===== src/rtl/high_score_keeper.sv =====
// rtl/high_score_keeper.sv - per-user high-score table with global best tracking
// Loads the logged-in user's record on login and commits new records on game_over.
module high_score_keeper #(
  parameter int NUM_USERS = 6,
  parameter int SCORE_W   = 8
) (
  input  logic               clk,
  input  logic               rst,
  input  logic               valid_in,
  input  logic [2:0]         user_ID,
  input  logic               game_over,
  input  logic [SCORE_W-1:0] score,
  input  logic               clear_scores,
  output logic [SCORE_W-1:0] user_high_score,
  output logic [SCORE_W-1:0] best_score,
  output logic [2:0]         best_user,
  output logic               new_record,
  output logic               busy
);

  localparam logic [2:0] S_IDLE  = 3'd0;
  localparam logic [2:0] S_LOAD  = 3'd1;
  localparam logic [2:0] S_READY = 3'd2;
  localparam logic [2:0] S_CMP   = 3'd3;
  localparam logic [2:0] S_WRITE = 3'd4;

  logic [2:0]         state;
  logic [2:0]         cur_user;
  logic [SCORE_W-1:0] cur_score;
  logic [SCORE_W-1:0] uhs_q;
  logic               rec;
  logic [SCORE_W-1:0] score_tbl [NUM_USERS];

  logic [SCORE_W-1:0] stored;
  logic               user_valid;

  // Explicit match loop so out-of-range user IDs never index the table and read as 0.
  always_comb begin
    stored     = '0;
    user_valid = 1'b0;
    for (int i = 0; i < NUM_USERS; i++) begin
      if (cur_user == 3'(i)) begin
        stored     = score_tbl[i];
        user_valid = 1'b1;
      end
    end
  end

  // The displayed value is forced to 0 until the freshly loaded entry is in uhs_q.
  assign user_high_score = (state == S_IDLE || state == S_LOAD) ? '0 : uhs_q;
  assign busy            = (state == S_CMP) || (state == S_WRITE);

  always_ff @(posedge clk or posedge rst) begin
    if (rst) begin
      state      <= S_IDLE;
      cur_user   <= '0;
      cur_score  <= '0;
      uhs_q      <= '0;
      rec        <= 1'b0;
      best_score <= '0;
      best_user  <= '0;
      new_record <= 1'b0;
      for (int i = 0; i < NUM_USERS; i++) score_tbl[i] <= '0;
    end else begin
      new_record <= 1'b0;
      case (state)
        S_IDLE: begin
          if (valid_in) begin
            cur_user <= user_ID;
            state    <= S_LOAD;
          end else if (clear_scores) begin
            for (int i = 0; i < NUM_USERS; i++) score_tbl[i] <= '0;
            best_score <= '0;
            best_user  <= '0;
          end
        end
        S_LOAD: begin
          uhs_q <= stored;
          state <= S_READY;
        end
        S_READY: begin
          if (!valid_in) begin
            state <= S_IDLE;
          end else if (game_over) begin
            cur_score <= score;
            state     <= S_CMP;
          end
        end
        S_CMP: begin
          rec   <= user_valid && (cur_score > stored);
          state <= S_WRITE;
        end
        S_WRITE: begin
          if (rec) begin
            for (int i = 0; i < NUM_USERS; i++) begin
              if (cur_user == 3'(i)) score_tbl[i] <= cur_score;
            end
            uhs_q      <= cur_score;
            new_record <= 1'b1;
            if (cur_score > best_score) begin
              best_score <= cur_score;
              best_user  <= cur_user;
            end
          end
          state <= valid_in ? S_READY : S_IDLE;
        end
        default: state <= S_IDLE;
      endcase
    end
  end

endmodule


===== config.mk =====
export PLATFORM = sky130hd
export DESIGN_NAME = high_score_keeper
export DESIGN_NICKNAME = d
export VERILOG_FILES = /design/src/rtl/high_score_keeper.sv
export SDC_FILE = /design/constraint.sdc
export NUM_CORES = 1
export LEC_CHECK = 0
export ABC_AREA = 0
export BUFFER_PORTS_ARGS = -buffer_cell sky130_fd_sc_hd__buf_2
export CAP_MARGIN = 20
export CORE_MARGIN = 2
export CORE_UTILIZATION = 60
export DETAILED_ROUTE_END_ITERATION = 16
export GPL_TIMING_DRIVEN = 0
export PLACE_DENSITY_LB_ADDON = 0.12
export SYNTH_ARGS = -nofsm -noshare
export SYNTH_HDL_FRONTEND = slang
export SYNTH_SLANG_ARGS = --single-unit

===== constraint.sdc =====
create_clock -name clk -period 5.2 [get_ports clk]
set_clock_uncertainty 0.1 [all_clocks]
set_input_delay 0.26 -clock clk [delete_from_list [all_inputs] [get_ports clk]]
set_output_delay 0.26 -clock clk [all_outputs]
set_load 0.01 [all_outputs]

==> results.toml <==
[die]
die_w_um = 88.64
fp.dieH_um = 88.64
io_pins = 37
dieArea_um2 = 7856
core_area_um2 = 6869
row_count = 30
start_util_pct = 62.57

[placement]
hpwl_mm = 7.603
port_buffers = 36
place.gp.congestion = 0.8895

[grt]
grt_max_degree = 54
grt_pass1_wl_mm = 17.42
grt_pass1_vias = 3283
globalRouteOverflowTotal = 0
grt_util_all_layers_pct = 29.78
antenna_found_initial = 0

[flow_run]
max_cap_viol_count = 0

[cts]
cts_tree = "done"
ctsHtreeMaxLevel = 3
clkTransAtPathRegs_ps = 90
ctsResizeCount = 0
clockRootBuffer = "clkbuf_8"
clock_sinks = 83
clk_latency_ps = 350
cts_buffers = 9
clk_path_buf_depth = 2

[synthesis]
syn-num-nets = 432
syn_avg_cell_area_um2 = 10.74
syn-instance-count = 400
synth_edf_count = 0
yosys_warnings = 0
synthFlopType = "dfrtp_1"
yosysSeqAreaShare_pct = 48.33
async_flop_share_pct = 100.0
yosysUniqueCellTypes = 47
synth-seq-cells = 83
synth_area_um2 = 4298

[pwr]
p_leak_nw = 2.292
pwr_density_cell_nw_per_um2 = 519.9
ir_drop_uv = 313.8

[worst_setup_path]
slowest_delay_ps = 520
crit_slowest_cell = "mux4_2"
cp.required_ps = 5320
crit_path_end_kind = "flop"
startpoint = "cur_user[0]"
reg2reg_from = "cur_user[0]"
path_max_fanout = 6
start_kind = "flop"
worst-setup-path-type = "reg -> reg"
crit_chain = "buf_2 > mux4_2 > a22oi_1 > ha_1 > nor2b_1 > o211ai_1 > a211oi_1 > a211oi_1 > o31ai_1"
path_common_cell = "a211oi_1"
cp.arrival_ps = 2890

[timing]
worst_slew_pin_slew_ps = 997.4
setup_viol = 0
max_freq_mhz = 361.0
hold_viol = 0
fin_tns_setup_ps = 0
fin_crit_ps = 2770
min_period_over_period_pct = 53.27
rsz0062_at_grt = "false"
slew_viol_final = 0
slew_headroom_pct = 32.81

[status]
outcome = "completed"

[detailed_routing]
routedWlPerCell_um = 19.12
vias_per_cell = 6.011
drc = 0
drtPass1Iterations = 6
vias = 3312
wl_mm = 10.53
drtIter0Drc = 265
postRouteAntennaNets = 0

[cells_and_area]
drive_gt1_share_pct = 25.93
area.growth.synth_to_final_pct = 12.98
insertedDiodeCount = 0
final_core_util_pct = 70.69
nFillCells = 533
nets = 482

[hold_path]
hold_class = "in -> reg"
hold_start = "user_ID[1]"
==> flip-flops by register name (all words and copies together) (netlist names) <==
register,flops
rec,1
state,3
score_tbl,48
new_record,1
uhs_q,8
best_user,3
cur_score,8
cur_user,3
best_score,8
==> metrics by stage <==
stage | setup WS [ps] | power [mW] | hold slack [ps] | std cells | cell area, µm²
floorplan | 2703 | 1.682 | 276.8 | 400 | 4298
global placement | 1819 | 1.965 | 361.8 | 532 | 4598
detailed placement | 2541 | 2.010 | 181.1 | 533 | 4628
CTS | 2445 | 2.513 | 1.248 | 550 | 4846
global route | 2278 | 2.695 | 5.398 | 551 | 4856
finish | 2430 | 2.525 | 8.791 | 551 | 4856
==> what timing repair did <==
action / in CTS / in global routing
setup buffers: 0 / 0
endpoints found under the setup margin: 0 / 0
hold endpoints to repair: 30 / 1
hold buffers: 1 / 1
==> synthesized netlist by cell type, types with 10 or more instances <==
cell type,n,area share (%)
nor2b_1,16,2.3
dfrtp_1,83,48
and3_1,10,1.5
mux2i_1,13,3.0
nor2_1,10,0.87
nor3_1,10,1.2
a22o_1,11,2.2
mux2_2,33,8.6
ha_1,16,4.7
inv_1,15,1.3
o21ai_0,44,5.1
nand2_1,50,4.4
==> layout make-up <==
class,instances,area [µm²],share of cell area [%]
clock inverter,7,83.83,1.726
clock buffer,9,123.9,2.551
inverter,16,62.56,1.288
tap,96,120.1,2.474
sequential,83,2077,42.77
buffer,18,121.4,2.499
timing repair buffer,39,227.7,4.690
multi-input combinational,283,2039,42.00
==> logic make-up after synthesis <==
kind of cell,count (synthesis),share of synthesized area (%)
AND/OR/NAND/NOR,122,14.64
AO/OA/AOI/OAI,95,14.96
flip-flops,83,48.33
buffers and inverters,34,4.221
XOR/XNOR,1,0.2038
adder cells (fa/ha/maj),16,4.658
multiplexers,49,12.98
==> power breakdown <==
part | switching (mW) | total (mW) | leakage, nW | internal [mW]
Clock | 0.256 | 0.486 | 0.102 | 0.230
Sequential | 0.144 | 0.922 | 1.12 | 0.778
Combinational | 0.650 | 1.12 | 1.07 | 0.467
==> final timing paths <==
path / slack (ps) / cells after the start / endpoint
setup / recovery: 2430 / 9 / rec
hold / removal: 9 / 3 / cur_user[1]
setup reg to reg: 2430 / 9 / rec
hold reg to reg: 380 / 2 / score_tbl[45]
max in group asynchronous: 4050 / 4 / score_tbl[15]
min in group asynchronous: 360 / 3 / uhs_q[5]
==> cells in the final DEF (no fill, tap or decap), drive strengths merged, types with 2 or more instances in the layout <==
| master | instances |
|---|---|
| dfrtp | 83 |
| buf | 52 |
| nand2 | 50 |
| o21ai | 47 |
| mux2 | 34 |
| inv | 19 |
| nor2b | 16 |
| ha | 16 |
| mux2i | 13 |
| nor2 | 12 |
| nor3 | 12 |
| clkbuf | 12 |
| a22o | 11 |
| and3 | 10 |
| nand3 | 10 |
| o21a | 7 |
| o211ai | 7 |
| a21oi | 7 |
| and2 | 4 |
| nand2b | 3 |
| o31ai | 3 |
| o22ai | 3 |
| a211oi | 3 |
| mux4 | 2 |
| a21o | 2 |
| nand4 | 2 |
| clkinv | 2 |
| dlygate4sd3 | 2 |
==> worst max-delay path: cells and delay by family, from the launching register on <==
kind / cells / cell delay, ps
muxes: 1 / 520
and+or+nand+nor: 1 / 130
DFF: 1 / 330
buffers and inverters: 1 / 180
adders and majority gates: 1 / 320
AOI/OAI and AO/OA: 5 / 1060
==> layer usage <==
| metal | global-route usage (%) | part of all wire (%) | vias up |
|---|---|---|---|
| met3 | 5.504 | 6.8 | 24 |
| met5 | 0 | 0 | - |
| li1 | - | - | 1520 |
| met4 | 11.29 | 2.8 | 0 |
| met2 | 47.08 | 48 | 151 |
| met1 | 41.09 | 42 | 1617 |
(Power assumes the default switching activity.)
